===== src/rtl/fetch_insn_queue_pkg.sv =====
// Shared types for the fetch instruction queue: machine widths and the fetched-entry payload.
// Consumed by fetch_insn_queue, fetchq_ram and the fetch/decode wrappers.
package fetch_insn_queue_pkg;

  localparam int unsigned M_WIDTH   = 32;
  localparam int unsigned LG_PHT_SZ = 10;

  typedef struct packed {
    logic [31:0]          insn;
    logic [M_WIDTH-1:0]   pc;
    logic                 pred;
    logic [LG_PHT_SZ-1:0] pht_idx;
    logic [M_WIDTH-1:0]   pred_target;
  } fetch_entry_t;

  localparam int unsigned FetchEntryW = $bits(fetch_entry_t);

endpackage


===== src/rtl/fetchq_ram.sv =====
// Payload storage for the fetch queue: one synchronous write port, one asynchronous read port.
// Contents are deliberately not reset; validity is tracked by the queue pointers.
module fetchq_ram
  import fetch_insn_queue_pkg::*;
#(
  parameter int unsigned LgDepth = 3
) (
  input  logic               clk_i,
  input  logic               we_i,
  input  logic [LgDepth-1:0] waddr_i,
  input  fetch_entry_t       wdata_i,
  input  logic [LgDepth-1:0] raddr_i,
  output fetch_entry_t       rdata_o
);

  localparam int unsigned Depth = 2 ** LgDepth;

  fetch_entry_t mem_q [Depth];

  always_ff @(posedge clk_i) begin
    if (we_i) begin
      mem_q[waddr_i] <= wdata_i;
    end
  end

  assign rdata_o = mem_q[raddr_i];

endmodule


===== src/rtl/fetch_insn_queue.sv =====
// Instruction buffer between fetch and decode: circular queue with wrap-bit pointers and flush.
// Optional same-cycle empty-queue bypass when FETCHQ_BYPASS_EN is defined.
module fetch_insn_queue
  import fetch_insn_queue_pkg::*;
#(
  parameter int unsigned LG_DEPTH = 3
) (
  input  logic                 clk,
  input  logic                 reset,
  input  logic                 flush,
  input  logic                 push_valid,
  output logic                 push_ready,
  input  logic [31:0]          push_insn,
  input  logic [M_WIDTH-1:0]   push_pc,
  input  logic                 push_pred,
  input  logic [LG_PHT_SZ-1:0] push_pht_idx,
  input  logic [M_WIDTH-1:0]   push_pred_target,
  output logic                 pop_valid,
  input  logic                 pop_ready,
  output logic [31:0]          pop_insn,
  output logic [M_WIDTH-1:0]   pop_pc,
  output logic                 pop_pred,
  output logic [LG_PHT_SZ-1:0] pop_pht_idx,
  output logic [M_WIDTH-1:0]   pop_pred_target,
  output logic [LG_DEPTH:0]    occupancy,
  output logic                 empty,
  output logic                 full
);

  localparam int unsigned PtrW = LG_DEPTH + 1;

  logic [LG_DEPTH:0] head_q, head_d;
  logic [LG_DEPTH:0] tail_q, tail_d;
  logic              push_fire;
  logic              pop_fire;
  fetch_entry_t      push_entry;
  fetch_entry_t      ram_rdata;
  fetch_entry_t      pop_entry;

  assign push_entry = '{
    insn:        push_insn,
    pc:          push_pc,
    pred:        push_pred,
    pht_idx:     push_pht_idx,
    pred_target: push_pred_target
  };

  assign empty     = (head_q == tail_q);
  assign full      = (head_q[LG_DEPTH-1:0] == tail_q[LG_DEPTH-1:0]) &&
                     (head_q[LG_DEPTH] != tail_q[LG_DEPTH]);
  assign occupancy = tail_q - head_q;

  // Held low through reset so fetch never hands over an entry that reset will discard.
  assign push_ready = reset & ~full;

`ifdef FETCHQ_BYPASS_EN
  logic bypass_avail;

  // An entry offered to an empty queue is shown to decode in the same cycle;
  // it only lands in storage if decode does not take it.
  assign bypass_avail = empty & push_valid & push_ready;
  assign pop_valid    = reset & ~flush & (~empty | bypass_avail);
  assign pop_entry    = empty ? push_entry : ram_rdata;
  assign push_fire    = push_valid & push_ready & ~flush & ~(bypass_avail & pop_ready);
  assign pop_fire     = pop_valid & pop_ready & ~empty;
`else
  assign pop_valid = reset & ~flush & ~empty;
  assign pop_entry = ram_rdata;
  assign push_fire = push_valid & push_ready & ~flush;
  assign pop_fire  = pop_valid & pop_ready;
`endif

  always_comb begin
    head_d = head_q;
    tail_d = tail_q;
    if (pop_fire) begin
      head_d = head_q + PtrW'(1);
    end
    if (push_fire) begin
      tail_d = tail_q + PtrW'(1);
    end
  end

  always_ff @(posedge clk) begin
    if (!reset || flush) begin
      head_q <= '0;
      tail_q <= '0;
    end else begin
      head_q <= head_d;
      tail_q <= tail_d;
    end
  end

  fetchq_ram #(
    .LgDepth (LG_DEPTH)
  ) u_ram (
    .clk_i   (clk),
    .we_i    (push_fire),
    .waddr_i (tail_q[LG_DEPTH-1:0]),
    .wdata_i (push_entry),
    .raddr_i (head_q[LG_DEPTH-1:0]),
    .rdata_o (ram_rdata)
  );

  assign pop_insn        = pop_entry.insn;
  assign pop_pc          = pop_entry.pc;
  assign pop_pred        = pop_entry.pred;
  assign pop_pht_idx     = pop_entry.pht_idx;
  assign pop_pred_target = pop_entry.pred_target;

endmodule


===== config.mk =====
export PLATFORM = sky130hd
export DESIGN_NAME = fetch_insn_queue
export DESIGN_NICKNAME = d
export VERILOG_FILES = /design/src/rtl/fetch_insn_queue_pkg.sv /design/src/rtl/fetchq_ram.sv /design/src/rtl/fetch_insn_queue.sv
export SDC_FILE = /design/constraint.sdc
export NUM_CORES = 1
export LEC_CHECK = 0
export CORE_AREA = 2 2 260 326
export CTS_BUF_LIST = sky130_fd_sc_hd__clkbuf_2 sky130_fd_sc_hd__clkbuf_4 sky130_fd_sc_hd__clkbuf_8
export DETAILED_ROUTE_END_ITERATION = 10
export DIE_AREA = 0 0 262 328
export SYNTH_ARGS = -nofsm -noshare
export SYNTH_HDL_FRONTEND = slang
export SYNTH_SLANG_ARGS = --single-unit

===== constraint.sdc =====
create_clock -name clk -period 13.9 [get_ports clk]
set_clock_uncertainty 0.05 [all_clocks]
set_input_delay 2.78 -clock clk [delete_from_list [all_inputs] [get_ports clk]]
set_output_delay 2.78 -clock clk [all_outputs]
set_load 0.005 [all_outputs]

==> results of run 1 <==
## kinds of logic (layout without fill, tap and decap cells)
kind of cell             count (synthesis)  in the layout  synth area share
adder cells (fa/ha/maj)                  6              6           0.00252
AND/OR/NAND/NOR                         30             30           0.00435
AO/OA/AOI/OAI                            9              9           0.00168
XOR/XNOR                                10             10           0.00267
other                                    0              2                 0
buffers and inverters                   70            504            0.0132
multiplexers                           323            323             0.184
flip-flops                             867            867             0.791
## worst max-delay path, delay by kind of cell, from the launching register on
family   cells  cell delay (ns)
flops        1             0.95
buf+inv      3             2.09
mux          2             0.86
## power by group through the flow
stage / logic [mW] / clock network, mW / registers (mW)
floorplan: 0.0449 / 0 / 2.95
global placement: 0.134 / 0 / 2.94
detailed placement: 0.139 / 0 / 2.94
CTS: 0.139 / 2.20 / 2.89
global route: 0.149 / 2.31 / 2.89
finish: 0.137 / 2.13 / 2.89
## worst paths after layout
path / endpoint / start / cells after the start
worst max-delay path: pop_pc[9] / flop / 5
worst min-delay path: head_q[3] / head_q[3] / 2
worst max register to register: u_ram.mem_q[4][52] / tail_q[0] / 8
worst min register to register: head_q[3] / head_q[3] / 2
## routing by layer
layer  track usage  vias up  routed length, um
li1              -     6323                  -
met1         0.197     7906              28000
met2         0.278      346              35300
met3        0.0421      109               3300
met4        0.0505       10               1340
met5             0        -                 64
## registers in the layout (all words and copies together), names as in the netlist, named ones only
register and cells:
u_ram.mem_q 856, head_q 4, tail_q 4
## cell type report
type,instances,area share
antenna,2,0.000128
clock inverter,62,0.0117
clock buffer,184,0.0580
tap,1080,0.0346
timing repair buffer,250,0.0642
multi-input combinational,378,0.166
sequential,867,0.665
inverter,8,0.000770
## metrics by stage
stage          hold slack (ns)  setup WS (ns)  power, mW  instance area (um2)  cells
6_report                 0.535           6.30       5.15                39000   2831
5_1_grt                  0.560           5.81       5.35                39000   2831
4_1_cts                  0.542           6.00       5.23                39000   2829
3_5_place_dp             0.520           6.87       3.08                36300   2583
3_3_place_gp             0.512           6.86       3.08                36300   2583
2_1_floorplan            0.488           2.10       2.99                32800   1315
## placed cells by master, fill, tap and decap left out, types with 7 or more instances in the layout
master	count
buf_4	19
clkbuf_4	43
clkbuf_8	141
clkdlybuf4s50_1	226
clkinv_1	30
clkinv_2	14
dfxtp_1	8
edfxtp_1	856
inv_1	8
mux2_2	107
mux4_2	214
nor2_1	12
xnor2_1	7
## cell usage after synthesis (all sizes together) (3+ instances only)
cell / instances
edfxtp: 856
mux4: 214
mux2: 107
buf: 43
clkbuf: 19
nor2: 14
dfxtp: 11
inv: 8
xnor2: 7
ha: 5
a21oi: 4
nor3: 4
nand2: 3
nand4: 3
xor2: 3
==> impl_metrics.csv, run 1 <==
group,metric,value,unit
status,status,"completed",
logic_synthesis,ys_seq_area_frac,0.791,
logic_synthesis,synthTopCellsByArea,"edfxtp_1, mux4_2, mux2_2",
drt,wire_per_inst,24.0,um
critical_path,critPathKind,"flop to output port",
clock_tree,ctsHtreeMaxLevel,4,
drt,viasPerCell,5.19,
critical_path,critPathLaunchType,"flop",
pwr,p_seq_frac,0.560,
logic_synthesis,ys_types,28,
clock_tree,cts_resized,0,
final_layout,fin_util,0.472,
logic_synthesis,netlist_area,32800,um2
placed_design,dp_hpwl,33.5,mm
timing,relSlewSlack,0.281,
final_layout,nFillCells,6789,
pwr,powerDensity,132,nW/um2
logic_synthesis,syn_inst,1315,
pwr,irDropWorstVdd,0.0000851,V
timing,fmax,132,MHz
logic_synthesis,synth_nets,1433,
clock_tree,cts.path.max_buffers,3,
logic_synthesis,syn_area_per_cell,24.9,um2
flow_run,drv_cap,0,
critical_path,crit_path_end_kind,"output port",
critical_path,critical_path.max_fanout,42,
final_layout,layout-drive-gt1-share,0.327,
logic_synthesis,synthFlopType,"edfxtp_1",
die,die_area,85900,um2
die,die_w,262,um
final_layout,multiInputGateArea,6460,um2
clock_tree,clkTransAtPathRegs,0.05,ns
drt,drt_iter0_drc,1010,
drt,dr.pass1.iters,4,
pwr,p_sw_frac,0.201,
timing,post-route-min-period,7.60,ns
critical_path,worstPathArrival,4.77,ns
global_routing,grt_pass1_wl,101,mm
pwr,clockPowerShare,0.413,
logic_synthesis,synth_edf_count,856,
logic_synthesis,yosys_warnings,0,
final_layout,syn2layout_area_growth,19.0,%
critical_path,slowest_stage,"dfxtp_4",
clock_tree,clockRootBuffer,"clkbuf_8",
critical_path,cp_common_cell,"buf_4",
logic_synthesis,yosysTopAreaCell,"edfxtp_1",
logic_synthesis,netlist.area_leader.share,0.784,
clock_tree,postCtsHoldBufs,0,
clock_tree,tritoncts,"built",
timing,rsz0062_at_grt,"false",
logic_synthesis,ys_ff_latch,867,
timing,slew_viol_final,0,
die,io_pins,227,
drt,routed_wl,68.0,mm
timing,setup_tns,0,ns
drt,drc,0,
clock_tree,clk-insertion-delay-late,0.77,ns
final_layout,fin_nets,1761,
placed_design,gp_congestion,0.714,
die,core,82700,um2
die,start_util,0.396,
timing,finalSetupViolations,0,
die,die_height,328,um
pwr,p_leak,11.9,nW
critical_path,crit_path_max_incr_delay,0.95,ns
critical_path,cp.required,11.07,ns
pwr,p_comb_frac,0.026,
pwr,p_int,4.12,mW
global_routing,grt_max_degree,108,
global_routing,grt.total_usage,0.161,
critical_path,crit_chain,"buf_4 > buf_4 > mux4_2 > mux2_2 > clkdlybuf4s50_1",
final_layout,ff_latch_area,25900,um2
pwr,p_sw,1.04,mW
clock_tree,clkSinkCount,867,
global_routing,grt-ovfl-total,0,
clock_tree,post_cts_buffers,0,
clock_tree,cts_buffers,138,
placed_design,io_buffers,226,
critical_path,rrSetupSlack,9.83,ns
drt,ant_nets,0,
logic_synthesis,async_reset_ff_frac,0,
die,num_rows,118,
timing,fin_crit_sh,0.547,
global_routing,grt_pass1_vias,16400,
timing,worstMarginPinSlew,1.08,ns
drt,vias,14700,
timing,hold_viol_final,0,
hold_path,hold_class,"flop to flop",
global_routing,antenna_found_initial,7,
(Power assumes the default switching activity.)
==> inputs of run 2 (changes only) <==
==> constraint.sdc (replaced) <==
create_clock -name clk -period 7.5 [get_ports clk]
set_clock_uncertainty 0.05 [all_clocks]
set_input_delay 1.5 -clock clk [delete_from_list [all_inputs] [get_ports clk]]
set_output_delay 1.5 -clock clk [all_outputs]
set_load 0.005 [all_outputs]
==> run 2 against run 1 <==
Total power increased by 83%; sequential cell count is the same; wire length rose by 1.8%; via count is essentially flat; first-iteration DRC count rose by 8.3%; hold slack improved by 0.0078 ns; largest cell class unchanged; combinational power increased by 91%; core utilization fell by 0.12 points; sequential share of layout area up 0.16 points; die area unchanged; clock-buffer cell count fell by 1.
==> impl_metrics.csv, run 2 (same netlist as run 1, synthesis figures left out) <==
group,metric,value,unit
timing,hold_viol_final,0,
clock_tree,clockRootBuffer,"clkbuf_8",
timing,worstMarginPinSlew,1.19,ns
pwr,p_sw,1.91,mW
final_layout,syn2layout_area_growth,18.7,%
critical_path,critical_path.max_fanout,73,
timing,post-route-min-period,5.33,ns
critical_path,critPathKind,"flop to output port",
global_routing,grt-ovfl-total,0,
pwr,total_power,9.41,mW
hold_path,hold_class,"flop to flop",
critical_path,cp.required,5.95,ns
placed_design,dp_slack,2.83,ns
final_layout,largest-register,"u_ram.mem_q",
pwr,irDropWorstVdd,0.000136,V
placed_design,gp_congestion,0.716,
die,die_area,85900,um2
drt,drc,0,
clock_tree,cts_resized,0,
die,core,82700,um2
critical_path,r2r_start,"tail_q[0]",
final_layout,nFillCells,6746,
pwr,p_comb_frac,0.028,
clock_tree,tritoncts,"built",
status,status,"completed",
critical_path,crit_chain,"buf_4 > mux4_2 > mux2_2 > clkdlybuf4s50_1",
placed_design,dp_hpwl,35.6,mm
pwr,p_sw_frac,0.203,
final_layout,largestRegisters,"u_ram.mem_q (856), head_q (4), tail_q (4)",
timing,slew_viol_final,0,
die,num_rows,118,
final_layout,final_common_cell,"edfxtp_1",
clock_tree,clkTransAtPathRegs,0.06,ns
clock_tree,clk-insertion-delay-late,0.77,ns
timing,finalSetupViolations,0,
die,io_pins,227,
timing,relSlewSlack,0.207,
drt,wire_per_inst,24.6,um
pwr,powerDensity,242,nW/um2
clock_tree,post_cts_buffers,0,
critical_path,worst-path-buf-inv,2,
clock_tree,postCtsHoldBufs,0,
timing,fin_crit_sh,0.711,
timing,hold_slack,0.543,ns
critical_path,cp_top_family,"buffers and inverters",
pwr,p_seq_frac,0.569,
critical_path,worstPathArrival,3.78,ns
clock_tree,cts_buffers,138,
final_layout,mostFrequentLayoutCells,"edfxtp_1, clkdlybuf4s50_1, mux4_2, clkbuf_8, mux2_2",
critical_path,crit_path_max_incr_delay,1.11,ns
die,die_height,328,um
drt,dr.pass1.iters,4,
drt,vias,14700,
die,die_w,262,um
drt,routed_wl,69.2,mm
final_layout,layout-drive-gt1-share,0.321,
drt,ant_nets,0,
drt,drt_iter0_drc,1094,
clock_tree,clkSinkCount,867,
global_routing,grt_pass1_vias,16200,
global_routing,grt_pass1_wl,103,mm
placed_design,io_buffers,226,
final_layout,largest_reg_flops,856,
die,start_util,0.396,
pwr,p_leak,11.8,nW
timing,rsz0062_at_grt,"false",
final_layout,fin_nets,1754,
drt,viasPerCell,5.22,
hold_path,holdCritStartpoint,"head_q[3]",
flow_run,drv_cap,0,
timing,fin_ws,2.17,ns
final_layout,ff_latch_area,25900,um2
critical_path,crit_path_end_kind,"output port",
final_layout,fin_util,0.471,
global_routing,grt.total_usage,0.164,
global_routing,antenna_found_initial,10,
critical_path,critPathLaunchType,"flop",
clock_tree,ctsHtreeMaxLevel,4,
pwr,clockPowerShare,0.403,
clock_tree,cts.path.max_buffers,3,
timing,fmax,187,MHz
critical_path,slowest_stage,"dfxtp_4",
pwr,p_int,7.50,mW
global_routing,grt_max_degree,108,
final_layout,multiInputGateArea,6470,um2
## run 2: changes by cell type in the layout (fill, tap and decap cells not counted)
cell / change
nor3b_2: -2
buf_4: -14
clkbuf_8: -2
bufinv_16: -3
nor3b_4: +2
buf_12: +7
clkinv_8: -1
clkbuf_4: +1
clkinv_2: -7
clkinv_4: +1
clkinv_1: -3
diode_2: +2
clkinvlp_4: +2
## run 2: worst paths after layout
kind | end | slack (ns) | cells past startpoint
max | pop_pred_target[13] | 2.17 | 4
min | head_q[3] | 0.54 | 2
max reg2reg | u_ram.mem_q[7][89] | 3.66 | 7
min reg2reg | head_q[3] | 0.54 | 2
## run 2: stage by stage
stage	area, um2	cells	TNS [ns]
4_1_cts	38900	2810	0
5_1_grt	38900	2814	0
3_5_place_dp	36300	2576	0
3_3_place_gp	36300	2576	0
2_1_floorplan	32800	1315	-1056.47
6_report	38900	2814	0
## run 2: per-layer routing
layer	wire length, um	vias up	track usage
met5	68	-	0
met4	1440	12	0.0569
met3	3840	122	0.0454
met2	33500	380	0.260
met1	30300	7897	0.220
li1	-	6286	-
## run 2: power groups by stage
| stage | Combinational, mW | Sequential [mW] | Clock [mW] |
|---|---|---|---|
| 6_report | 0.261 | 5.35 | 3.79 |
| 5_1_grt | 0.283 | 5.35 | 4.13 |
| 4_1_cts | 0.267 | 5.35 | 3.92 |
| 3_3_place_gp | 0.257 | 5.45 | 0 |
| 2_1_floorplan | 0.0834 | 5.46 | 0 |
| 3_5_place_dp | 0.265 | 5.46 | 0 |
## run 2: final cells by class
type	instances	share of cell area
sequential	867	0.667
clock inverter	51	0.00839
timing repair buffer	243	0.0653
multi-input combinational	378	0.166
tap	1080	0.0347
inverter	8	0.000772
clock buffer	183	0.0577
antenna	4	0.000257
## run 2: worst reg2reg max path: cells and delay by family (launching register included)
| family | cells | cell delay [ns] |
|---|---|---|
| AO/OA/AOI/OAI | 1 | 0.24 |
| adder cells (fa/ha/maj) | 1 | 0.35 |
| buffers and inverters | 2 | 0.76 |
| flip-flops | 1 | 0.62 |
| AND/OR/NAND/NOR | 3 | 1.28 |
==> RTL change 1, RTL diff (flow settings as in run 2) <==
Set the package constant `M_WIDTH` to 48 (it was 32).
--- a/src/rtl/fetch_insn_queue_pkg.sv
+++ b/src/rtl/fetch_insn_queue_pkg.sv
@@ -2,7 +2,7 @@
 // Consumed by fetch_insn_queue, fetchq_ram and the fetch/decode wrappers.
 package fetch_insn_queue_pkg;
 
-  localparam int unsigned M_WIDTH   = 32;
+  localparam int unsigned M_WIDTH   = 48;
   localparam int unsigned LG_PHT_SZ = 10;
 
   typedef struct packed {
Interface: changed (resized pop_pc, pop_pred_target, push_pc and push_pred_target); port bits go from 227 to 291. The function was not compared with the original's and may differ.
==> RTL change 1 against run 2 <==
- area after synthesis up 29%
- sequential share of layout area up 0.82 points
- power up 27%
- sequential cell count up 256
- cell area up 28%
- setup slack worse by 20 ps
- routed wire length up 25%
- largest power group unchanged
- highest routed layer unchanged
==> RTL change 1: results (changes against run 2) <==
- Pleak: 15.2 nW (+29%)
- Non-clock buffer share: 0.0667 (+0.00146)
- Vias in the first global route: 20800 (+28%)
- Top post-synthesis cells by count: 1112 x edfxtp_1, 278 x mux4_2, 139 x mux2_2
- Multi-input logic portion of the cell area: 0.167 (+0.000216)
- Placed Area: 46600 um2 (+28%)
- CP max FO: 115 (+58%)
- Worst slew margin: 0.310 (+0.102)
- Clock-cell share: 0.0641 (-0.00192)
- Inst Count DP: 3008 (+17%)
- Register share of total power: 0.579 (+0.010)
- Critical Path Sink: pop_insn[28]
- Met1 WL: 35100 um (+16%)
- Synth Area per Inst: 25.2 um2 (+0.92%)
- Met3 wire len: 5520 um (+44%)
- Clock buf count: 230 (+26%)
- Mux share of post-synthesis cell area: 0.185 (+0.000813)
- Post-synth EDFFs: 1112 (+30%)
- Largest net degree at the start of global routing: 118 (+9.3%)
- Worst skew pair latency: 810 ps (+40 ps)
- Routing usage on met1: 0.266 (+0.0463)
- Int Pwr: 9.60 mW (+28%)
- Status: finished clean
- Share of layout cells above drive strength 1: 0.321 (-0.000472)
- Number of port buffers: 290 (+28%)
- RR Endpoint: u_ram.mem_q[4][26]
- Ant. Diodes: 2 (-2)
- Number of buffers created by CTS: 168 (+22%)
- Pre-antenna DRT Iters: 7 (+3)
- Seq_cells: 1123 (+30%)
- WL final: 86400 um (+25%)
- Pre-CTS worst setup slack: 2710 ps (-124 ps)
- GRT Total Usage: 0.205 (+0.0407)
- Post-layout instance area: 49800 um2 (+28%)
- Nets: 2248 (+28%)
- Clk. pwr: 4.71 mW (+24%)
==> RTL change 1: cell count changes in the layout (fill, tap and decap cells not counted), moves of 4 or more <==
| cell | delta |
|---|---|
| nor3_4 | +4 |
| clkbuf_4 | +11 |
| mux4_2 | +64 |
| clkdlybuf4s50_1 | +64 |
| clkinv_2 | +5 |
| mux2_2 | +32 |
| buf_4 | +14 |
| clkinv_1 | +19 |
| nor3_2 | -4 |
| clkbuf_8 | +36 |
| edfxtp_1 | +256 |
==> RTL change 1: worst min path at each step <==
stage                    from        end  slack [ps]  cells after the start
floorplan           tail_q[3]  tail_q[3]         490                      2
global route        tail_q[3]  tail_q[3]         580                      2
detailed placement  tail_q[3]  tail_q[3]         520                      2
global placement    tail_q[3]  tail_q[3]         510                      2
CTS                 tail_q[3]  tail_q[3]         540                      2
finish              tail_q[3]  tail_q[3]         530                      2
==> RTL change 1: worst max-delay path, stage by stage, from the launching register on <==
cell and delay (ps):
dfxtp_4 1020, buf_12 600, mux4_2 420, mux2_2 270, clkdlybuf4s50_1 520
==> RTL change 2, RTL diff (settings of run 2) <==
Without the edit above. Add an input register stage for `push_pred_target`; this delays it by one clock. The other inputs are not delayed to match.
--- a/src/rtl/fetch_insn_queue.sv
+++ b/src/rtl/fetch_insn_queue.sv
@@ -29,6 +29,12 @@
 
   localparam int unsigned PtrW = LG_DEPTH + 1;
 
+  logic [M_WIDTH-1:0] push_pred_target_q;
+
+  always_ff @(posedge clk) begin
+    push_pred_target_q <= push_pred_target;
+  end
+
   logic [LG_DEPTH:0] head_q, head_d;
   logic [LG_DEPTH:0] tail_q, tail_d;
   logic              push_fire;
@@ -42,7 +48,7 @@
     pc:          push_pc,
     pred:        push_pred,
     pht_idx:     push_pht_idx,
-    pred_target: push_pred_target
+    pred_target: push_pred_target_q
   };
 
   assign empty     = (head_q == tail_q);
Check against the original RTL: not equivalent (Yosys sat finds a counterexample within 4 cycles, from zero or initial values).
==> RTL change 2 against run 2 <==
- combinational power decreased by 4%
- cell area is 2.0% higher
- area after synthesis rose by 2.0%
- maximum frequency grew 0.97%
- via count up 1.4%
- setup slack gained 51 ps
- sequential cell count grew 32
- critical endpoint is now pop_insn[19]
- clock power is 4% higher
- non-clock buffer count is 1 higher
- sequential share of layout area up 0.32 points
- worst hold slack worse by 45 ps
- routed wire length increased by 1.1%
- power up 3.7%
- largest cell class unchanged
==> RTL change 2: results (changes against run 2) <==
- WL final: 70000 um (+1.1%)
- Synth top area cells: edfxtp_1 77%, mux4_2 14%, mux2_2 3.6%
- Flop-to-flop setup slack: 3560 ps (-100 ps)
- Inst Count DP: 2609 (+1.3%)
- Root buffer cell: clkbuf_8
- Number of port buffers: 226 (unchanged)
- Worst vdd ir: 0.138 mV (+1.6%)
- Pre-CTS worst setup slack: 2760 ps (-73.3 ps)
- Top post-synthesis cells by count: 856 x edfxtp_1, 214 x mux4_2, 107 x mux2_2
- Nets: 1788 (+1.9%)
- Number of buffers created by CTS: 139 (+0.72%)
- Sw Ratio: 0.198 (-0.00502)
- Pleak: 12.1 nW (+3.0%)
- Clk slew on worst S/H paths: 60 ps (about the same)
- Top reg by flops: u_ram.mem_q
- Syn nets: 1466 (+2.3%)
- Worst Path Arrival: 3730 ps (-50 ps)
- H-tree depth: 4 (unchanged)
- Vias per cell: 5.22 (about the same)
- Status: finished clean
- Initial antenna violation count: 9 (-1)
- Synth warnings: 0 (unchanged)
- GPL Wtd Cong: 0.714 (-0.34%)
- Post-synthesis sequential area ratio: 0.795 (+0.00389)
- Min-delay worst type: reg -> reg
- Hpwl dp: 35400 um (-0.57%)
- Critical-path top delay cell: dfxtp_4
- Setup bufs post-CTS: 0 (unchanged)
- Post-cts resize count: 0 (unchanged)
- Post-Synthesis Cells: 1348 (+2.5%)
- Async S/R FF share, synth: 0 (unchanged)
- Largest registers: u_ram.mem_q x856, push_pred_target_q x32
- CP peak stage delay: 930 ps (-180 ps)
- Worst skew pair latency: 780 ps
- Largest net degree at the start of global routing: 108 (unchanged)
- Vias in the first global route: 16600 (+2.4%)
- Share of layout cells above drive strength 1: 0.323 (+0.00141)
- Distinct cells, synth: 30 (+7.1%)
- CP max FO: 52 (-29%)
- GRT Total Usage: 0.167 (+0.00252)
- Post-synth EDFFs: 856 (unchanged)
- Pre-antenna DRT Iters: 5 (+1)
- First-pass GRT wire length: 105000 um (+1.8%)
- Primary FF master, synth: edfxtp_1
- Via count: 14900 (+1.4%)
- Fillers: 6699 (-0.70%)
- Iter 0 DRT Violations: 922 (-16%)
- Maximum clock insertion buffer count: 3 (unchanged)
- FMAX: 189 MHz (+0.97%)
- Worst slew margin: 0.247 (+0.0394)
[RTL change 2: changes by cell type in the layout (fill, tap and decap cells not counted), sizes merged]
cell and change:
buf +1, clkbuf +20, clkinv -5, clkinvlp -1
dfxtp +32, diode -3, inv -6, nand2b +1
nand4 -2, nand4b +1, nor3 +2, nor3b -1
[RTL change 2: path summary, 6_finish.rpt]
path | start | end | cells past startpoint
min reg2reg | push_pred_target_q[4] | u_ram.mem_q[0][4] | 0
max reg2reg | tail_q[0] | u_ram.mem_q[7][93] | 7
min | push_pred_target_q[4] | u_ram.mem_q[0][4] | 0
max | flip-flop | pop_insn[19] | 4
[RTL change 2: power groups by stage]
stage	registers [mW]	logic (mW)	clock network, mW
after floorplan	5.65	0.0841	0
after global placement	5.65	0.251	0
after detailed placement	5.65	0.255	0
after CTS	5.55	0.257	4.09
after global routing	5.55	0.270	4.30
final	5.55	0.250	3.95
[RTL change 2: worst max-delay path, delay by kind of cell, from the launching register on]
family                 cells  cell delay (ps)
muxes                      2              680
buffers and inverters      2             1260
DFF                        1              930
[RTL change 2: stage by stage]
stage | cell area (um2) | hold WS [ps]
after CTS | 39700 | 499
after global placement | 37000 | 482
after global routing | 39700 | 514
after detailed placement | 37000 | 494
final | 39700 | 497
after floorplan | 33400 | 457
[RTL change 2: metal layers]
layer	vias up	track usage	wire length, um
li1	6388	-	-
met1	8011	0.221	30300
met2	358	0.268	34300
met3	125	0.0449	3730
met4	14	0.0569	1570
met5	-	0	88
[RTL change 2: kinds of logic after synthesis]
group                      after synthesis  synth area share
DFF                                    899             0.795
adders and majority gates                6           0.00247
AOI/OAI and AO/OA                        9           0.00165
xor gates and xnor gates                10           0.00262
muxes                                  323             0.181
and+or+nand+nor                         31           0.00442
buffers and inverters                   70            0.0130
[RTL change 2: final cells by class]
type,instances,area (um2),area share
diodes,1,2.50,0.0000631
multi-input cells,379,6480,0.163
inverters,7,26.3,0.000662
clock inverters,40,246,0.00621
clock buffers,203,2460,0.0619
repair buffers,244,2530,0.0639
flip-flops and latches,899,26600,0.670
well taps,1080,1350,0.0341
